## config.mk

```make
export PLATFORM = sky130hd
export DESIGN_NAME = uart_frame_collector
export DESIGN_NICKNAME = d
export VERILOG_FILES = /design/src/rtl/uart_frame_pkg.sv /design/src/rtl/uart_tx_handshake.sv /design/src/rtl/uart_frame_collector.sv
export SDC_FILE = /design/constraint.sdc
export NUM_CORES = 1
export LEC_CHECK = 0
export ABC_AREA = 1
export CAP_MARGIN = 10
export CORE_ASPECT_RATIO = 1.1
export CORE_MARGIN = 2
export CORE_UTILIZATION = 43
export CTS_CLUSTER_SIZE = 12
export DETAILED_ROUTE_END_ITERATION = 6
export PLACE_DENSITY = 0.76
export SLEW_MARGIN = 10
export SYNTH_ARGS = -nofsm -noshare
export SYNTH_HDL_FRONTEND = slang
export SYNTH_HIERARCHICAL = 1
export SYNTH_SLANG_ARGS = --single-unit
```

## constraint.sdc

```tcl
create_clock -name i_clk -period 1.9 [get_ports i_clk]
set_clock_uncertainty 0.2 [all_clocks]
set_input_delay 0.38 -clock i_clk [delete_from_list [all_inputs] [get_ports i_clk]]
set_output_delay 0.38 -clock i_clk [all_outputs]
set_load 0.01 [all_outputs]
```

## src/rtl/uart_frame_pkg.sv

```systemverilog
// Shared types and default constants for the UART frame collector.
package uart_frame_pkg;

  typedef enum logic [2:0] {
    COLLECT,
    DELIVER,
    WAIT_RESULT,
    SEND,
    TX_WAIT
  } state_e;

  typedef enum logic [1:0] {
    TX_IDLE,
    TX_PEND,
    TX_REQ,
    TX_HOLD
  } tx_phase_e;

  localparam logic [7:0] DELIM_COMMA = 8'h2C;
  localparam logic [7:0] ERR_BYTE    = 8'h45;

  function automatic logic [7:0] sat_inc8(input logic [7:0] v);
    return (v == 8'hFF) ? v : v + 8'd1;
  endfunction

endpackage

```

## src/rtl/uart_tx_handshake.sv

```systemverilog
// One-byte transmit request: raise Tx_Send once the UART is idle, drop it
// when busy is seen, and pulse done when the transmitter goes idle again.
module uart_tx_handshake
  import uart_frame_pkg::*;
(
  input  logic       i_clk,
  input  logic       i_reset,
  input  logic       i_load,
  input  logic [7:0] i_byte,
  input  logic       i_tx_busy,
  output logic [7:0] o_tx_data,
  output logic       o_tx_send,
  output logic       o_done
);

  tx_phase_e  r_phase;
  logic [7:0] r_tx_data;
  logic       r_tx_send;

  assign o_tx_data = r_tx_data;
  assign o_tx_send = r_tx_send;
  assign o_done    = (r_phase == TX_HOLD) && !i_tx_busy;

  always_ff @(posedge i_clk) begin
    if (i_reset) begin
      r_phase   <= TX_IDLE;
      r_tx_data <= '0;
      r_tx_send <= 1'b0;
    end else begin
      case (r_phase)
        TX_IDLE: if (i_load) begin
          r_tx_data <= i_byte;
          // request in the load cycle when the UART is already idle
          if (!i_tx_busy) begin
            r_tx_send <= 1'b1;
            r_phase   <= TX_REQ;
          end else begin
            r_phase <= TX_PEND;
          end
        end
        TX_PEND: if (!i_tx_busy) begin
          r_tx_send <= 1'b1;
          r_phase   <= TX_REQ;
        end
        TX_REQ: if (i_tx_busy) begin
          r_tx_send <= 1'b0;
          r_phase   <= TX_HOLD;
        end
        TX_HOLD: if (!i_tx_busy) r_phase <= TX_IDLE;
        default: r_phase <= TX_IDLE;
      endcase
    end
  end

endmodule

```

## src/rtl/uart_frame_collector.sv

```systemverilog
// Collects a delimiter-terminated frame from the UART receive handshake,
// hands it downstream on valid/ready and returns a one-byte reply.
//   state       | meaning
//   COLLECT     | shifting in bytes until the delimiter
//   DELIVER     | Frame_Valid high, waiting for Frame_Ready
//   WAIT_RESULT | waiting for the comparator result
//   SEND        | reply loaded, Tx_Send pending or raised
//   TX_WAIT     | transmitter busy with the reply
module uart_frame_collector
  import uart_frame_pkg::*;
#(
  parameter int unsigned FRAME_BYTES = 16,
  parameter logic [7:0]  DELIM       = DELIM_COMMA,
  parameter bit          ECHO_MODE   = 1'b0,
  parameter logic [7:0]  ERR_CODE    = ERR_BYTE
)(
  input  logic                     i_clk,
  input  logic                     i_reset,
  input  logic [7:0]               i_rx_data,
  input  logic                     i_rx_ready,
  output logic                     o_rx_ack,
  output logic [7:0]               o_tx_data,
  output logic                     o_tx_send,
  input  logic                     i_tx_busy,
  output logic [8*FRAME_BYTES-1:0] o_frame_data,
  output logic                     o_frame_valid,
  input  logic                     i_frame_ready,
  input  logic                     i_result_valid,
  input  logic [7:0]               i_result_data,
  output logic [7:0]               o_last_byte,
  output logic [7:0]               o_err_count
);

  localparam int unsigned   FW   = 8 * FRAME_BYTES;
  localparam int unsigned   CW   = $clog2(FRAME_BYTES + 1);
  localparam logic [CW-1:0] FULL = CW'(FRAME_BYTES);

  state_e        r_state;
  logic [CW-1:0] r_count;
  logic          r_overflow;
  logic          r_rx_ack;
  logic [FW-1:0] r_frame;
  logic          r_frame_valid;
  logic [7:0]    r_last_byte;
  logic [7:0]    r_err_count;

  logic       w_consume;
  logic       w_is_delim;
  logic       w_frame_ok;
  logic       w_load;
  logic [7:0] w_reply;
  logic       w_tx_send;
  logic       w_tx_done;

  always_comb begin
    w_consume  = i_rx_ready && !r_rx_ack && (r_state == COLLECT);
    w_is_delim = (i_rx_data == DELIM);
    w_frame_ok = (r_count == FULL) && !r_overflow;
    w_load     = 1'b0;
    w_reply    = ERR_CODE;
    case (r_state)
      COLLECT: if (w_consume && w_is_delim && !w_frame_ok) w_load = 1'b1;
      DELIVER: if (ECHO_MODE && r_frame_valid && i_frame_ready) begin
        w_load  = 1'b1;
        w_reply = r_frame[7:0];
      end
      WAIT_RESULT: if (i_result_valid) begin
        w_load  = 1'b1;
        w_reply = i_result_data;
      end
      default: ;
    endcase
  end

  always_ff @(posedge i_clk) begin
    if (i_reset) begin
      r_state       <= COLLECT;
      r_count       <= '0;
      r_overflow    <= 1'b0;
      r_rx_ack      <= 1'b0;
      r_frame       <= '0;
      r_frame_valid <= 1'b0;
      r_last_byte   <= '0;
      r_err_count   <= '0;
    end else begin
      if (w_consume) r_rx_ack <= 1'b1;
      else if (r_rx_ack && !i_rx_ready) r_rx_ack <= 1'b0;

      case (r_state)
        COLLECT: if (w_consume) begin
          if (w_is_delim) begin
            r_count    <= '0;
            r_overflow <= 1'b0;
            if (w_frame_ok) begin
              r_frame_valid <= 1'b1;
              r_state       <= DELIVER;
            end else begin
              r_err_count <= sat_inc8(r_err_count);
              r_state     <= SEND;
            end
          end else begin
            // a full frame keeps shifting, dropping its oldest byte
            r_frame     <= (r_frame << 8) | FW'(i_rx_data);
            r_last_byte <= i_rx_data;
            if (r_count == FULL) r_overflow <= 1'b1;
            else r_count <= r_count + 1'b1;
          end
        end
        DELIVER: if (r_frame_valid && i_frame_ready) begin
          r_frame_valid <= 1'b0;
          r_state       <= ECHO_MODE ? SEND : WAIT_RESULT;
        end
        WAIT_RESULT: if (i_result_valid) r_state <= SEND;
        SEND:        if (w_tx_send && i_tx_busy) r_state <= TX_WAIT;
        TX_WAIT:     if (w_tx_done) r_state <= COLLECT;
        default:     r_state <= COLLECT;
      endcase
    end
  end

  uart_tx_handshake u_tx (
    .i_clk     (i_clk),
    .i_reset   (i_reset),
    .i_load    (w_load),
    .i_byte    (w_reply),
    .i_tx_busy (i_tx_busy),
    .o_tx_data (o_tx_data),
    .o_tx_send (w_tx_send),
    .o_done    (w_tx_done)
  );

  assign o_tx_send     = w_tx_send;
  assign o_rx_ack      = r_rx_ack;
  assign o_frame_data  = r_frame;
  assign o_frame_valid = r_frame_valid;
  assign o_last_byte   = r_last_byte;
  assign o_err_count   = r_err_count;

endmodule

```

# ---- After elaboration in Yosys (flattened, before gate mapping)
# Cells that the tools add are included.
# W data, S select, Z words.
dict set report totals {
  inputBits 22
  out_inout_bits 155
  reg_bits 166
  rom_bits 0
  latch_bits 0
  memories 0
  ram_bits 0
  word_cells 102
}
dict set report op_classes {
  multipliers 0
  n_shift 0
  eq_ne 22
  div 0
  order_cmp 0
  addsub 2
  n_reduce_logical 29
  bitwise_logic 4
  n_mux 34
}
# cell n
set op_table {}
lappend op_table {{$or A128 B8 Y128} 1}
lappend op_table {{$ne A2 B2 Y1 const B} 10}
lappend op_table {{$mux W3} 6}
lappend op_table {{$mux W8} 2}
lappend op_table {{$pmux W3 S5} 1}
lappend op_table {{$mux W1} 13}
lappend op_table {{$mux W2} 6}
lappend op_table {{$reduce_and A3 Y1} 4}
lappend op_table {{$mux W5} 2}
lappend op_table {{$reduce_and A5 Y1} 2}
lappend op_table {{$logic_and A1 B1 Y1} 9}
lappend op_table {{$add A8 B1 Y8 const B} 1}
lappend op_table {{$eq A8 B6 Y1 const B} 1}
lappend op_table {{$eq A8 B8 Y1 const B} 1}
lappend op_table {{$pmux W2 S4} 1}
lappend op_table {{$eq A3 B2 Y1 const B} 2}
lappend op_table {{$reduce_and A6 Y1} 1}
lappend op_table {{$reduce_bool A2 Y1} 3}
lappend op_table {{$add A5 B1 Y5 const B} 1}
lappend op_table {{$eq A5 B5 Y1 const B} 1}
lappend op_table {{$logic_not A1 Y1} 5}
lappend op_table {{$eq A2 B2 Y1 const B} 2}
lappend op_table {{$ne A2 B1 Y1 const B} 2}
lappend op_table {{$pmux W1 S2} 2}
lappend op_table {{10 further kinds} 12}

# ---- Logic depth before layout (Yosys ltp)
dict set report logic_depth {
  depth_word 9
  depth_mapped 15
  ltp_nobuf 14
}

# ---- Hierarchy
# Netlist, hierarchy kept.
# mod n_inst area_per_inst_um2 seq_area_each_um2 cells_each
set modules_own_cells {}
lappend modules_own_cells {uart_frame_collector 1 5705.5 2942.8 753}
lappend modules_own_cells {uart_tx_handshake 1 575.6 220.2 88}

# ---- Worst setup path before layout
# Ideal clock, no wire load.
dict set report synth_path {
  path_type {input -> register}
  from {input i_rx_data[1]}
  to {register u_tx.r_tx_send (netlist: u_tx/o_tx_send)}
  required_ps 1585
  arrival_ps 1523
  setup_ps 115
  cell_stages 15
  path_buffers 1
  setup_slack_ps 62
  cell_sequence {inv_1 -> nand2_1 -> nor2_1 -> nand2_1 -> nor2_1 -> buf_2 -> nand2_1 -> nand2_1 -> inv_1 -> nand2_1 -> nand2_2 -> inv_1 -> nand3_1 -> nand2_1 -> nor2_1}
}
dict set report synth_between {
  elab_chain_cells 7
}
# item line
set synth_lines {}
lappend synth_lines {{from (decl)} uart_frame_collector.sv:19} ;# input logic [7:0] i_rx_data,
lappend synth_lines {{$eq A8 B6 Y1} uart_frame_collector.sv:57} ;# w_is_delim = (i_rx_data == DELIM);
lappend synth_lines {{$logic_and A1 B1 Y1 (2 in a row)} uart_frame_collector.sv:62} ;# COLLECT: if (w_consume && w_is_delim && !w_frame_ok) w_load = 1'b1;
lappend synth_lines {{$mux W1} uart_frame_collector.sv:62}
lappend synth_lines {{$pmux W1 S2} uart_frame_collector.sv:61} ;# case (r_state)
lappend synth_lines {{named net w_load} uart_frame_collector.sv:50} ;# logic w_load;
lappend synth_lines {{$ne A2 B1 Y1 (no line)} --}
lappend synth_lines {{$reduce_and A3 Y1 (no line)} --}
lappend synth_lines {{to (signal assigned)} uart_tx_handshake.sv:35} ;# r_tx_send <= 1'b1;
lappend synth_lines {{to (signal assigned)} uart_tx_handshake.sv:42} ;# r_tx_send <= 1'b1;
lappend synth_lines {{to (signal assigned)} uart_tx_handshake.sv:46} ;# r_tx_send <= 1'b0;
lappend synth_lines {{to (decl)} uart_tx_handshake.sv:18} ;# logic r_tx_send;
# The timed path passes the listed nets, and every way through them passes these cells.
# A chain may end at the register's enable or synchronous reset.

# ---- Worst setup path in the final report
dict set report layout_path {
  from {register u_tx.r_tx_data[3] (netlist: u_tx/o_tx_data[3])}
  to {output o_tx_data[3]}
}
# item line
set layout_lines {}
lappend layout_lines {{from (decl)} uart_tx_handshake.sv:17} ;# logic [7:0] r_tx_data;
lappend layout_lines {{from (signal assigned)} uart_tx_handshake.sv:32} ;# r_tx_data <= i_byte;
lappend layout_lines {{to (decl)} uart_frame_collector.sv:22} ;# output logic [7:0] o_tx_data,
# No word-level cell between the ends.

==> impl_metrics.py <==
metrics = {
    "outcome": {
        "outcome": "finished clean",
    },
    "cells_and_area": {
        "layout_common_cells": "295 x nor2_1, 152 x dfxtp_1, 134 x dlygate4sd2_1, 88 x o21ai_0, 67 x nand2_1",
        "layout-drive-gt1-share_pct": 9.75,
        "fin_util_pct": 62.0,
        "fill_cells": 1317,
        "antennaDiodeCount": 0,
        "final_nets": 1053,
        "area_delta_synth_final_pct": 41.5,
        "final_common_cell": "nor2_1",
    },
    "global_route": {
        "grt_antenna_before_repair": 0,
        "grt_pass1_wl_mm": 25.5,
        "grt-ovfl-total": 0,
        "grt_usage_pct": 20.4,
        "grt_pass1_vias": 5335,
        "grt_max_degree": 57,
    },
    "die": {
        "die_area_sq_um": 15600,
        "initial_core_util_pct": 43.8,
        "rows": 46,
        "ios": 177,
        "core_area_sq_um": 14300,
        "chipHeight_microns": 131,
        "die_w_microns": 119,
    },
    "routing": {
        "vias_per_cell": 4.71,
        "vias": 5787,
        "routed_wl_mm": 15.7,
        "wl_per_cell_microns": 12.8,
        "postRouteAntennaNets": 0,
        "drt_pass1_iterations": 4,
        "drt-initial-drc-count": 278,
        "drc": 0,
    },
    "clock_network": {
        "clkLatencyLatePin_ns": 0.42,
        "clkSlewWorstSetupHoldPaths_ns": 0.06,
        "cts.root.buffer_cell": "clkbuf_16",
        "cts_tree": "done",
        "cts.path.max_buffers": 2,
        "hold_buffers": 0,
        "cts.sinks": 158,
        "htree_levels": 4,
        "numCtsBuffers": 17,
    },
    "sta": {
        "timing.fmax_mhz": 540,
        "setup_tns_ns": 0,
        "period_minus_slack_ns": 1.85,
        "fin_worst_hold_slack_ns": 0.273,
        "tightestPinTransition_ns": 0.270,
        "setup_viol": 0,
        "final-hold-violation-count": 0,
        "max_slew_margin_pct": 81.9,
        "setup_ws_ns": 0.0496,
        "fin_crit_sh_pct": 97.4,
        "slew_violations": 0,
        "rsz0062_at_grt": "yes",
    },
    "synthesis": {
        "yosysWarnings": 6,
        "synthSimpleGateAreaFrac_pct": 26.1,
        "synth-compound-area-share_pct": 13.0,
        "synth-main-ff-cell": "dfxtp_1",
        "avgSynthCellArea_sq_um": 7.47,
        "synth_edf_count": 0,
        "synth_mux_area_share_pct": 0,
        "synthArstFlopShare_pct": 0,
        "synth-xor-area-share_pct": 0.976,
        "synth_fa_ha_area_share_pct": 1.59,
        "yosysSeqAreaShare_pct": 50.4,
        "syn_nets": 871,
        "synth_top_family_by_area": "simple AND/OR/NAND/NOR gates",
        "synth_area_sq_um": 6280,
        "netlist_instances": 841,
        "synth_cell_types": 27,
        "postSynthRegisterBits": 158,
    },
    "pwr": {
        "power.density_nw_per_um2": 960,
        "power.leakage_uw": 0.00452,
        "total_power_uw": 8540,
        "irDropWorstVdd_uv": 872,
    },
    "critical_path": {
        "path_max_fanout": 2,
        "path_class": "flop to primary output",
        "critical-path-top-delay-family": "buffers and inverters",
        "worst_path_largest_cell_delay_ns": 0.53,
        "crit_path_end_kind": "primary output",
        "cp_slowest_cell": "clkdlybuf4s50_1",
        "cp.required_ns": 1.32,
        "worst-path-buf-inv": 1,
        "path_cells": "clkdlybuf4s50_1",
        "worstSetupStartpointType": "flop",
        "cp_data_arrival_time_ns": 1.27,
    },
    "run": {
        "cap_violations": 0,
    },
    "worst_hold_path": {
        "hp-class": "flop to flop",
    },
    "placed_design": {
        "globalplace.congestion": 0.847,
        "place_worst_setup_slack_ns": -0.566,
        "hpwl_mm": 10.8,
        "io_buffers": 176,
    },
}
==> stage by stage <==
step	std cells	cell area (sq um)
5_1_grt	1228	8890
3_3_place_gp	1193	8350
3_5_place_dp	1193	8350
2_1_floorplan	841	6280
4_1_cts	1225	8800
6_report	1228	8890
==> worst reg2reg max path: stages, from the launching register on <==
cell and delay, ns:
dfxtp_1 0.37, nor2_4 0.17, nand4_2 0.16, clkinv_2 0.11
nand2_4 0.11, buf_12 0.19, buf_12 0.15, o21ai_1 0.15
nor2_1 0.05
==> Yosys cell counts (2+ instances only) <==
cell	count	area [sq um]
nor2_1	298	1120
nand3_1	25	125
buf_4	13	97.6
xor2_1	7	61.3
or2_2	3	18.8
nand2_1	70	263
buf_2	8	40.0
buf_6	11	124
a21oi_1	25	125
nand4_1	4	25.0
inv_1	34	128
nand2_2	2	12.5
inv_2	5	18.8
o21ai_1	47	235
o21ai_0	90	450
clkbuf_1	20	75.1
dfxtp_1	158	3160
nand3b_1	5	37.5
ha_1	8	100
==> power by group <==
part | switching (uW) | internal (uW) | total (uW)
Sequential | 174 | 3550 | 3720
Clock | 1390 | 2040 | 3430
Combinational | 771 | 614 | 1390
Total | 2340 | 6200 | 8540
==> cell type report <==
cell class	instances	area, sq um	area share [%]
flip-flops and latches	158	3170	35.7
multi-input cells	589	2650	29.8
repair buffers	216	2060	23.2
clock buffers	19	453	5.09
well taps	192	240	2.70
inverters	41	164	1.84
clock inverters	13	155	1.75
==> worst paths after layout <==
path / start / to / slack [ns] / depth (start not counted)
worst max-delay path: u_tx/o_tx_data[3] / o_tx_data[3] / 0.05 / 1
worst min-delay path: o_frame_data[123] / o_frame_data[123] / 0.27 / 2
worst max register to register: r_state[1] / o_frame_data[3] / 0.15 / 8
worst min register to register: o_frame_data[123] / o_frame_data[123] / 0.27 / 2
==> metal layers <==
layer,vias up,global-route usage (%),wire [microns]
li1,3042,-,-
met1,2570,23.0,6600
met2,156,35.4,7510
met3,19,7.60,1300
met4,0,7.91,308
met5,-,0,0
==> kinds of logic (layout without fill, tap and decap cells) <==
logic type,count (synthesis),after routing
flip-flops,158,158
XOR/XNOR,7,7
AO/OA/AOI/OAI,163,163
adder cells (fa/ha/maj),8,8
buffers and inverters,94,289
AND/OR/NAND/NOR,411,411
==> registers in the layout, indices dropped and copies added (netlist names) <==
signal,count
o_frame_data,128
o_err_count,8
u_tx/o_tx_data,8
r_count,5
r_state,3
u_tx/r_phase,2
o_frame_valid,1
o_rx_ack,1
r_overflow,1
u_tx/o_tx_send,1
==> repair_timing <==
item / CTS / global route
endpoints found under the setup margin: 153 / 35
setup buffers: 0 / 3
pin swaps: 0 / 4
gates resized for setup: 142 / 27
No activity file was read; power rests on OpenSTA's default activity.
